--- src/rtl/tt_um_plc_prg.sv ---
// -----------------------------------------------------------------------------
// tt_um_plc_prg
// Small PLC-style output controller with two operating modes:
//   MAN  : Control follows start directly (no clock involved).
//   AUTO : Control is start gated by a TON on-delay timer. The output only
//          asserts once start has been seen high on TON_PRESET consecutive
//          rising clock edges.
// MAN wins when both mode inputs are set. When neither is set, Control is 0.
//
// Ports
//   clk      : sole clock, rising edge active
//   rst_n    : reset, asynchronous, ACTIVE-HIGH despite the name
//   ena      : design enable, ignored
//   ui_in    : [0]=start, [1]=AUTO, [2]=MAN, [7:3] unused
//   uo_out   : [0]=Control, [1]=timer_done, [2]=auto_active,
//              [3]=man_active, [4]=timer_running, [7:5]=0
//   uio_in   : unused
//   uio_out  : constant 0
//   uio_oe   : constant 0 (all bidirectional pins are inputs)
//
// Inputs are consumed unsynchronized; synchronizing them is left to the
// surrounding system.
// -----------------------------------------------------------------------------
module tt_um_plc_prg #(
  parameter logic [31:0] TON_PRESET = 32'd50_000_000
) (
  input  logic       clk,
  input  logic       rst_n,
  input  logic       ena,
  input  logic [7:0] ui_in,
  output logic [7:0] uo_out,
  input  logic [7:0] uio_in,
  output logic [7:0] uio_out,
  output logic [7:0] uio_oe
);

  logic        start_s;
  logic        auto_in_s;
  logic        man_in_s;
  logic        man_active_s;
  logic        auto_active_s;
  logic        timer_done_s;
  logic        timer_running_s;
  logic        control_s;
  logic [31:0] cnt_r;

  // Inputs that play no part in the logic are collected here so they are
  // visibly accounted for.
  logic        unused_s;
  assign unused_s = &{1'b0, ena, uio_in, ui_in[7:3]};

  assign start_s   = ui_in[0];
  assign auto_in_s = ui_in[1];
  assign man_in_s  = ui_in[2];

  // Mode decode: MAN takes priority over AUTO.
  always_comb begin
    man_active_s  = man_in_s;
    auto_active_s = auto_in_s & ~man_in_s;
  end

  // On-delay counter: counts edges with AUTO+start, saturating at the preset;
  // any edge without that condition (mode change, start drop) restarts it.
  always_ff @(posedge clk or posedge rst_n) begin
    if (rst_n) begin
      cnt_r <= 32'd0;
    end else if (auto_active_s && start_s) begin
      if (cnt_r < TON_PRESET) begin
        cnt_r <= cnt_r + 32'd1;
      end else begin
        cnt_r <= TON_PRESET;
      end
    end else begin
      cnt_r <= 32'd0;
    end
  end

  // Timer status and Control selection. Control is deliberately combinational
  // so MAN mode and an AUTO start drop act with zero-cycle latency.
  always_comb begin
    timer_done_s    = (cnt_r == TON_PRESET);
    timer_running_s = auto_active_s & start_s & ~timer_done_s;
    control_s       = 1'b0;
    if (man_active_s) begin
      control_s = start_s;
    end else if (auto_active_s) begin
      control_s = start_s & timer_done_s;
    end else begin
      control_s = 1'b0;
    end
  end

  // Output assembly; reset forces every status bit low, including MAN Control.
  always_comb begin
    uo_out = 8'h00;
    if (rst_n) begin
      uo_out = 8'h00;
    end else begin
      uo_out = {3'b000, timer_running_s, man_active_s, auto_active_s,
                timer_done_s, control_s};
    end
  end

  assign uio_out = 8'h00;
  assign uio_oe  = 8'h00;

endmodule

--- config.mk ---
export PLATFORM = sky130hd
export DESIGN_NAME = tt_um_plc_prg
export DESIGN_NICKNAME = d
export VERILOG_FILES = /design/src/rtl/tt_um_plc_prg.sv
export SDC_FILE = /design/constraint.sdc
export NUM_CORES = 1
export LEC_CHECK = 0
export CORE_MARGIN = 5
export CORE_UTILIZATION = 53
export DETAILED_ROUTE_END_ITERATION = 7
export GPL_TIMING_DRIVEN = 0
export MAX_ROUTING_LAYER = met4
export PLACE_DENSITY_LB_ADDON = 0.15
export SLEW_MARGIN = 0
export SYNTH_ARGS = -nofsm -noshare
export SYNTH_HDL_FRONTEND = slang
export SYNTH_SLANG_ARGS = --single-unit
--- constraint.sdc ---
create_clock -name clk -period 4.9 [get_ports clk]
set_input_delay 0.49 -clock clk [delete_from_list [all_inputs] [get_ports clk]]
set_output_delay 0.49 -clock clk [all_outputs]
set_load 0.02 [all_outputs]
# ---- Yosys cells after proc, flatten, opt, wreduce, memory -nomap -nowiden
# Index checks and enable logic that the tools add are counted.
dict set report totals {
  inputBits 19
  register_bits 32
  elab_cells 16
}
dict set report classes {
  magnitude_cmp 1
  n_bitwise 6
  mux 5
  eq_ne 1
  n_addsub 1
  n_reduce_logical 1
}
# op count
set op_table {}
lappend op_table {{$mux 32} 2}
lappend op_table {{$add 32x1->32 const B} 1}
lappend op_table {{$eq 32x26->1 const B} 1}
lappend op_table {{$lt 32x26->1 const B} 1}
lappend op_table {{$mux 5} 1}
lappend op_table {{$and 1x1->1} 4}
lappend op_table {{$mux 1} 2}
lappend op_table {{$not 1->1} 2}
lappend op_table {{$logic_and 1x1->1} 1}

# ---- Longest topological paths before layout
# Gate-level depths: netlist of the first run.
dict set report logic_depth {
  depth_word 5
  mapped_depth 7
  ltp_nobuf 7
}

# ---- Worst setup path after synthesis of the first run
# OpenSTA, ideal clock, no wires.
dict set report synth_timing {
  path_type {flip-flop to output port}
  from {reg cnt_r[24]}
  to {out uo_out[0]}
  t_arrival_ns 1.902
  path_slack_ns 2.508
  stages_incl_launch_ff 5
  cell_sequence {dfrtp_1 or4b_1 nor4_1 a21oi_1 nor3b_1}
}
dict set report synth_via {
  elab_chain_cells 5
}
# element line
set synth_lines {}
lappend synth_lines {{start: declaration} 45} ;# logic [31:0] cnt_r;
lappend synth_lines {{start signal: assignment} 69} ;# cnt_r <= cnt_r + 32'd1;
lappend synth_lines {{$eq 32x26->1} 81} ;# timer_done_s = (cnt_r == TON_PRESET);
lappend synth_lines {{$and 1x1->1} 87} ;# control_s = start_s & timer_done_s;
lappend synth_lines {{$mux 1} 86} ;# end else if (auto_active_s) begin
lappend synth_lines {{$mux 1} 84} ;# if (man_active_s) begin
lappend synth_lines {{$mux 5} 96} ;# if (rst_n) begin
lappend synth_lines {{end: declaration} 31} ;# output logic [7:0] uo_out,
# No other way between the ends.

# ---- Worst setup path in the final report of the first run
dict set report layout_timing {
  from {reg cnt_r[0]}
  to {out uo_out[0]}
}
# The elaborated chain is that of the path after synthesis.

==> results of run 1 <==
## cells in the mapped netlist (3+ instances only)
| library cell | number |
|---|---|
| a21oi_2 | 10 |
| nor4_1 | 4 |
| xor2_1 | 12 |
| nand3_1 | 11 |
| and3_1 | 4 |
| nor3_1 | 11 |
| buf_4 | 19 |
| xnor2_1 | 11 |
| inv_1 | 6 |
| nand2_1 | 12 |
| dfrtp_1 | 32 |
| nand4_1 | 7 |
| nor2_1 | 16 |
| nor2b_1 | 3 |
## through the flow
stage / instances / setup WS (ps)
3_5_place_dp: 266 / 1600
3_3_place_gp: 266 / 1650
2_1_floorplan: 211 / 2510
4_1_cts: 273 / 1590
5_1_grt: 274 / 1350
6_report: 274 / 1590
## layout make-up
cell class	count	area share [%]
buffer	22	8.39
clock buffer	7	2.99
inverter	6	1.03
multi-input combinational	151	42.8
sequential	32	36.8
tap	46	2.64
timing repair buffer	10	5.40
## worst max-delay path by stage
stage / endpoint / startpoint / slack, ps
CTS: uo_out[0] / cnt_r[24] / 1590
finish: uo_out[0] / cnt_r[0] / 1590
global route: uo_out[0] / cnt_r[0] / 1350
global placement: uo_out[2] / rst_n / 1650
floorplan: uo_out[0] / cnt_r[24] / 2510
detailed placement: uo_out[2] / rst_n / 1600
## power by group through the flow
stage	registers [mW]	logic (mW)	clock network, mW
floorplan	0.280	0.0428	0
global placement	0.281	0.0521	0
detailed placement	0.281	0.0528	0
CTS	0.276	0.0532	0.169
global route	0.277	0.0616	0.187
finish	0.276	0.0564	0.165
## critical path, cell delays in order, from the launching register on
cell,delay [ps]
dfrtp_1,430
inv_1,80
ha_1,130
nor4b_1,260
nand4_1,190
nor4_1,320
a21oi_1,120
nor3b_1,250
clkdlybuf4s50_1,690
## cell families (layout without fill, tap and decap cells)
family | count (synthesis) | in the layout | synth area share [%]
AO/OA/AOI/OAI | 19 | 19 | 8.53
XOR/XNOR | 23 | 23 | 10.9
adder cells (fa/ha/maj) | 2 | 2 | 1.35
buffers and inverters | 28 | 45 | 11.1
flip-flops | 32 | 32 | 43.3
other | 1 | 25 | 0.203
AND/OR/NAND/NOR | 82 | 82 | 24.6
## metal layers
metal	GRT usage, %	vias up
li1	-	683
met1	19.0	688
met2	27.6	40
met3	6.54	9
met4	4.77	0
met5	-	-
==> results.json, run 1 <==
{
  "status": "finished, final reports clean",
  "worst_pin_slew_ps": 629,
  "cts_num_sinks": 32,
  "grt_pass1_wl_mm": 6.42,
  "synth_edf_count": 0,
  "track_usage_pct": 16.8,
  "fin_util_pct": 64.8,
  "port_buffers": 9,
  "drv_cap": 0,
  "layout_common_cells": "32 x dfrtp_1, 25 x conb_1, 19 x buf_4",
  "yosys.area.top_type": "dfrtp_1",
  "grt_max_degree": 34,
  "crit_arrival_ps": 2820,
  "hold_violations": 0,
  "drt_iter0_drc": 42,
  "die_h_um": 69.1,
  "hold_path.startpoint": "cnt_r[0]",
  "pwr-share-comb_pct": 11.3,
  "r2r_slack_ps": 2850,
  "drc_errors": 0,
  "cts_tree": "done",
  "start_util_pct": 54.9,
  "wirelength_mm": 3.64,
  "dieWidth_um": 69.1,
  "cts_setup_buffers": 0,
  "largest_reg_flops": 32,
  "postSynthCellCount": 187,
  "mostFrequentLayoutCell": "dfrtp_1",
  "r2r-start": "cnt_r[24]",
  "core_um2": 3360,
  "synth_top_area_share_pct": 43.3,
  "cp_max_fo": 4,
  "yosys-top-cells-area": "dfrtp_1 43%, buf_4 7.7%, xor2_1 5.7%",
  "cts.clk_slew.worst_paths_ps": 100,
  "ys_seq_elements": 32,
  "finalSetupViolCount": 0,
  "drv_slew": 0,
  "postRouteAntennaNets": 0,
  "syn_avg_cell_area_um2": 9.88,
  "antenna_found_initial": 0,
  "cp-start-kind": "flop",
  "routed.top_layer": "met4",
  "top_regs": "cnt_r (32)",
  "antenna_cells": 0,
  "synth_sequential_area_ratio_pct": 43.3,
  "whs_ps": 520,
  "wl_met3_um": 206,
  "power.leakage_nw": 0.932,
  "fin_crit_sh_pct": 67.5,
  "io-pin-count": 43,
  "reg2reg_to": "cnt_r[8]",
  "drt_pass1_iterations": 6,
  "nets": 249,
  "clockRootBuffer": "clkbuf_4",
  "cts-hold-fix-buffers": 0,
  "async_flop_share_pct": 100,
  "cts_resized": 0,
  "place_area_um2": 2090,
  "ir_drop_v": 0.000193,
  "r2r_cells": 4,
  "syn_to_final_growth_pct": 17.9,
  "p_sw_mw": 0.122,
  "fin_crit_ps": 3310,
  "p_total_mw": 0.497,
  "wl_met1_mm": 1.53,
  "cts_buffer_depth": 2,
  "nFillCells": 295,
  "yosys_warnings": 0,
  "final_area_um2": 2180,
  "ys_types": 39,
  "worstPathRequired_ps": 4410,
  "rsz0062_at_grt": "false",
  "clk_latency_ps": 330,
  "powerDensity_nw_per_um2": 228,
  "synth_top_flop_cell": "dfrtp_1",
  "endpoint_kind": "output pin",
  "finalSetupTns_ps": 0,
  "slew-limit-headroom_pct": 58.0,
  "wl_met2_mm": 1.86,
  "grt_pass1_vias": 1462,
  "gp_congestion": 0.812,
  "hold_path.class": "reg2reg",
  "vias": 1420,
  "htree_levels": 2,
  "wire_per_inst_um": 13.3,
  "syn_area_um2": 1850,
  "post-dp-hpwl_mm": 2.72,
  "largest-register": "cnt_r",
  "clock.fmax_ghz": 0.302,
  "grt_overflow": 0,
  "vias_per_cell": 5.18,
  "multi_input_area_um2": 932,
  "fp-row-count": 21,
  "power.internal_mw": 0.375,
  "ff_latch_area_um2": 801,
  "p_clk_share_pct": 33.2,
  "dieArea_um2": 4770,
  "sequentialPowerShare_pct": 55.4,
  "cts_inserted_buffers": 5,
  "clock_skew_ps": 14.7,
  "drive_above_1_share_pct": 20.6,
  "whs_endpoint": "cnt_r[0]",
  "sw_frac_of_total_pct": 24.6,
  "holdPathStages": 1,
  "worstSetupPathType": "reg2out"
}
(Power assumes the default switching activity.)
==> inputs of run 2 (changes only) <==
--- a/config.mk
+++ b/config.mk
@@ -6,7 +6,7 @@
 export NUM_CORES = 1
 export LEC_CHECK = 0
 export CORE_MARGIN = 5
-export CORE_UTILIZATION = 53
+export CORE_UTILIZATION = 45
 export DETAILED_ROUTE_END_ITERATION = 7
 export GPL_TIMING_DRIVEN = 0
 export MAX_ROUTING_LAYER = met4
==> constraint.sdc (replaced) <==
create_clock -name clk -period 2.9 [get_ports clk]
set_input_delay 0.29 -clock clk [delete_from_list [all_inputs] [get_ports clk]]
set_output_delay 0.29 -clock clk [all_outputs]
set_load 0.02 [all_outputs]
==> run 2 against run 1 <==
Against the previous run:
- register-to-register slack got worse by 2000 ps
- non-clock buffer count decreased by 1
- count of clock-buffer cells in the layout decreased by 1
- largest power group unchanged
==> results.json, run 2 (synthesis gave the netlist of run 1 again) <==
{
  "clockRootBuffer": "clkbuf_8",
  "start_util_pct": 46.2,
  "worstSetupPathType": "reg2out",
  "mostFrequentLayoutCell": "dfrtp_1",
  "worstPathRequired_ps": 2610,
  "layout_common_cells": "32 x dfrtp_1, 25 x conb_1, 19 x buf_4",
  "hold_path.class": "reg2reg",
  "grt_pass1_vias": 1331,
  "cts_inserted_buffers": 5,
  "drive_above_1_share_pct": 21.8,
  "hold_violations": 0,
  "wirelength_mm": 3.67,
  "core_um2": 4000,
  "nets": 249,
  "stdcell_count": 279,
  "gp_congestion": 0.846,
  "clk_latency_ps": 290,
  "slew-limit-headroom_pct": 49.5,
  "r2r-start": "cnt_r[24]",
  "sequentialPowerShare_pct": 51.2,
  "cts_tree": "done",
  "antenna_found_initial": 0,
  "rsz0062_at_grt": "false",
  "cp-endpoint": "uo_out[0]",
  "htree_levels": 2,
  "port_buffers": 9,
  "power.leakage_nw": 0.952,
  "worst_pin_slew_ps": 753,
  "finalSetupViolCount": 0,
  "fin_crit_ps": 2620,
  "p_sw_mw": 0.229,
  "wire_per_inst_um": 13.2,
  "antenna_cells": 0,
  "pwr-share-comb_pct": 10.1,
  "drt_pass1_iterations": 4,
  "path_cells": "or4b_1 > nor4_1 > a21oi_1 > nor3b_1 > dlygate4sd2_1",
  "cts_buffer_depth": 2,
  "drt_iter0_drc": 67,
  "io-pin-count": 43,
  "dieArea_um2": 5490,
  "clock_skew_ps": 7.61,
  "reg2reg_to": "cnt_r[4]",
  "post-dp-hpwl_mm": 2.73,
  "crit_arrival_ps": 2330,
  "largest_reg_flops": 32,
  "power.internal_mw": 0.682,
  "fin_crit_sh_pct": 90.5,
  "syn_to_final_growth_pct": 19.0,
  "postRouteAntennaNets": 0,
  "cp_max_fo": 4,
  "vias": 1399,
  "cp-start-kind": "flop",
  "grt_pass1_wl_mm": 6.15,
  "status": "finished, final reports clean",
  "largest-register": "cnt_r",
  "preCtsSetupSlack_ps": -35.4,
  "grt_overflow": 0,
  "powerDensity_nw_per_um2": 414,
  "top_regs": "cnt_r (32)",
  "fp-row-count": 23,
  "p_clk_share_pct": 38.8,
  "finalSetupTns_ps": 0,
  "die_h_um": 74.1,
  "cts_num_sinks": 32,
  "vias_per_cell": 5.01,
  "endpoint_kind": "output pin",
  "cp_slowest_stage_delay_ps": 570,
  "drv_slew": 0,
  "setup_ws_ps": 276,
  "whs_ps": 516,
  "sw_frac_of_total_pct": 25.1,
  "r2r_cells": 4,
  "grt_max_degree": 34,
  "drc_errors": 0,
  "slowest_stage": "or4b_1",
  "p_total_mw": 0.912,
  "track_usage_pct": 15.2,
  "crit_start": "cnt_r[24]",
  "cts.clk_slew.worst_paths_ps": 70,
  "drv_cap": 0,
  "r2r_slack_ps": 890,
  "dp.cells": 270,
  "clock.fmax_ghz": 0.381,
  "ir_drop_v": 0.000301,
  "dieWidth_um": 74.1
}
run 2: cell types whose count changed in the layout (fill, tap and decap cells not counted), moves of 2 or more:
cell,before,now
clkbuf_4,5,0
clkbuf_8,3,7
clkdlybuf4s50_1,9,7
clkinv_2,0,2
run 2: area by class of cell:
cell class                 count  area (um2)
fill                         396        1800
multi-input combinational    151         938
sequential                    32         801
buffer                        22         183
timing repair buffer           9        91.3
clock buffer                   6        82.6
tap                           50        62.6
inverter                       6        26.3
clock inverter                 2        10.0
timing repair inverter         1        5.00
run 2: worst max-delay path: cells and delay by family, from the launching register on:
kind / cells / cell delay, ps
AO/OA/AOI/OAI: 1 / 130
buffers and inverters: 1 / 370
flip-flops: 1 / 420
AND/OR/NAND/NOR: 3 / 1130
run 2: timing repair:
action,in CTS,in global routing
resized for setup,3,1
setup endpoints to repair,2,2
gates cloned,0,1
hold buffers,0,0
buffers inserted,0,0
run 2: power by group through the flow:
stage	clock [mW]	combinational (mW)	sequential, mW
floorplan	0	0.0723	0.472
global placement	0	0.0884	0.474
detailed placement	0	0.0898	0.475
CTS	0.363	0.0905	0.466
global route	0.381	0.101	0.468
finish	0.353	0.0919	0.466
run 2: per-layer routing:
layer	GRT usage [%]	vias up	share of wire, %
met4	5.43	0	1.9
met2	24.6	35	49
li1	-	684	-
met5	-	-	0
met3	4.05	7	6.5
met1	18.2	673	43
run 2: stage by stage:
stage	utilization [%]	instance area [um2]
3_3_place_gp	52.3	2090
4_1_cts	54.8	2190
6_report	55.0	2200
5_1_grt	55.0	2200
2_1_floorplan	-	1940
3_5_place_dp	52.3	2090
run 2: how the worst min path moves through the flow:
| stage | from | to | slack [ps] | cells after the start |
|---|---|---|---|---|
| floorplan | rst_n | cnt_r[0] | 410 | 1 |
| global placement | cnt_r[0] | cnt_r[0] | 480 | 1 |
| detailed placement | cnt_r[0] | cnt_r[0] | 510 | 1 |
| CTS | cnt_r[0] | cnt_r[0] | 510 | 1 |
| global route | cnt_r[0] | cnt_r[0] | 530 | 1 |
| finish | cnt_r[0] | cnt_r[0] | 520 | 1 |
==> variant: new RTL, config.mk and constraints of run 2 <==
Register the output `uo_out`; this adds one clock of latency there. The other outputs are not delayed to match.
--- a/src/rtl/tt_um_plc_prg.sv
+++ b/src/rtl/tt_um_plc_prg.sv
@@ -33,6 +33,8 @@
   output logic [7:0] uio_out,
   output logic [7:0] uio_oe
 );
+
+  logic [7:0] uo_d;
 
   logic        start_s;
   logic        auto_in_s;
@@ -92,11 +94,11 @@
 
   // Output assembly; reset forces every status bit low, including MAN Control.
   always_comb begin
-    uo_out = 8'h00;
+    uo_d = 8'h00;
     if (rst_n) begin
-      uo_out = 8'h00;
+      uo_d = 8'h00;
     end else begin
-      uo_out = {3'b000, timer_running_s, man_active_s, auto_active_s,
+      uo_d = {3'b000, timer_running_s, man_active_s, auto_active_s,
                 timer_done_s, control_s};
     end
   end
@@ -104,5 +106,9 @@
   assign uio_out = 8'h00;
   assign uio_oe  = 8'h00;
 
+  always_ff @(posedge clk) begin
+    uo_out <= uo_d;
+  end
+
 endmodule
 
Behaviour: not the same (a bounded check fails within 4 cycles, from zero or initial values and one cycle with rst_n high).
==> variant against run 2 <==
Power increased by 7.5%. Sequential cell count increased by 5. Combinational power decreased by 1%. Synthesized area increased by 2.9%. Wire length decreased by 1.8%. Sequential power increased by 15%. Worst hold slack got worse by 0.13 ns. Clock skew decreased by 0.00089 ns. Cell count increased by 1.4%. Count of clock-buffer cells in the layout decreased by 1. Design area increased by 2.7%. Setup slack improved by 0.51 ns. Register-to-register slack got worse by 0.11 ns. Largest power group unchanged.
==> variant: results (changes against run 2) <==
Setup path
  • R2r worst-path depth: 5 (+1)
  • RR Endpoint: cnt_r[5]$_DFF_PP0_
  • Setup slack, reg-to-reg: 0.78 ns (-0.11 ns)
  • Crit path max fanout: 10 (+6)

Route
  • DR iter-0 viols: 81 (+21%)
  • Vias per cell: 4.83 (-3.7%)
  • Routed wire length: 3610 microns (-1.8%)

Placed design
  • Post-DP HPWL: 2620 microns (-4.0%)
  • RD Place Congestion: 0.801 (-5.4%)
  • Dpl ws: 0.793 ns (+0.828 ns)

Clocking
  • Clk_lat worst skew: 0.29 ns (about the same)
  • Post-CTS resize count: 0 (-3)

Yosys
  • Synth top area cells: dfrtp_1, buf_4, xor2_1, dfxtp_1, a21oi_2
  • Synth cell count leaders: dfrtp_1, nor2_1, buf_4
  • Sequential area share after synthesis: 47.4% (+4.0 points)
  • Yosys cell types: 35 (-10%)
  • Post-synthesis async set-or-reset flop share: 86.5% (-14 points)

STA
  • Slew HR: 52.7% (+3.2 points)
  • Max Fclk: 0.472 GHz (+24%)
  • Clock Skew: 0.00671 ns (-0.000893 ns)

Hold path
  • Hold Path Class: input port to asynchronous set/reset pin

Global routing
  • Gr usage total: 15.6% (+0.42 points)
  • Vias in the first global route: 1,325 (-0.45%)

Status
  • Status: completed

Finish
  • Biggest regs: cnt_r: 32 flops, uo_out: 5 flops
  • Fill count: 380 (-4.0%)
  • Nets@finish: 253 (+1.6%)
  • Share of layout cells above drive strength 1: 18.9% (-2.9 points)

Pwr
  • Switching part of the total: 25.3% (+0.18 points)
  • Leak: 0.933 nW (-2.0%)
## variant: changes by cell type in the layout (fill, tap and decap cells not counted), sizes merged, moves of 2 or more
| cell | run 2 | this run |
|---|---|---|
| dfxtp | 0 | 5 |
| nor3b | 1 | 3 |
| nor2 | 16 | 20 |
| nor3 | 11 | 5 |
| clkdlybuf4s50 | 7 | 9 |
## variant: logic make-up (layout without fill, tap and decap cells)
kind of cell	after synthesis	after routing	share of synthesized area (%)
flip-flops	37	37	47.4
buffers and inverters	28	46	9.74
XOR/XNOR	23	23	10.6
AND/OR/NAND/NOR	85	85	24.8
AO/OA/AOI/OAI	15	15	5.99
other	1	25	0.197
adder cells (fa/ha/maj)	2	2	1.32
## variant: worst max path at each step
stage / to / cells after the start / start
5_1_grt: cnt_r[24]$_DFF_PP0_ / 5 / cnt_r[24]$_DFF_PP0_
3_5_place_dp: cnt_r[5]$_DFF_PP0_ / 5 / cnt_r[24]$_DFF_PP0_
3_3_place_gp: cnt_r[9]$_DFF_PP0_ / 5 / cnt_r[24]$_DFF_PP0_
6_report: cnt_r[5]$_DFF_PP0_ / 5 / cnt_r[24]$_DFF_PP0_
2_1_floorplan: cnt_r[12]$_DFF_PP0_ / 5 / cnt_r[24]$_DFF_PP0_
4_1_cts: cnt_r[24]$_DFF_PP0_ / 5 / cnt_r[24]$_DFF_PP0_
## variant: power by group through the flow
stage                     logic [W]  registers (W)  clock network [W]
after floorplan           0.0000658       0.000549                  0
after global routing       0.000101       0.000540           0.000389
after CTS                 0.0000861       0.000538           0.000365
after global placement    0.0000852       0.000548                  0
after detailed placement  0.0000855       0.000549                  0
final                     0.0000909       0.000538           0.000351
## variant: area by class of cell
cell class / instances / area share, %
clock inverter: 3 / 0.776
timing repair buffer: 10 / 5.21
tap: 50 / 2.77
multi-input combinational: 150 / 40.1
inverter: 5 / 0.831
buffer: 23 / 7.37
sequential: 37 / 39.9
clock buffer: 5 / 3.05
## variant: metal layers
layer / track usage [%] / wire length, microns
met1: 20.0 / 1660
met2: 23.4 / 1620
met3: 4.81 / 266
met4: 5.34 / 61
met5: - / 0
## variant: worst max-delay path, stage by stage (launching register included)
cell and delay (ns):
dfrtp_1 0.43, or4b_1 0.57, or4_4 0.54, nand2_1 0.14, buf_2 0.25, nor2_1 0.08
## variant: metrics by stage
stage | std cells | instance area [sq um] | power (W) | hold WS, ns
2_1_floorplan | 215 | 1990 | 0.000614 | 0.362
3_3_place_gp | 274 | 2140 | 0.000634 | 0.477
3_5_place_dp | 274 | 2140 | 0.000634 | 0.483
4_1_cts | 282 | 2230 | 0.000989 | 0.497
5_1_grt | 283 | 2260 | 0.00103 | 0.419
6_report | 283 | 2260 | 0.000980 | 0.384
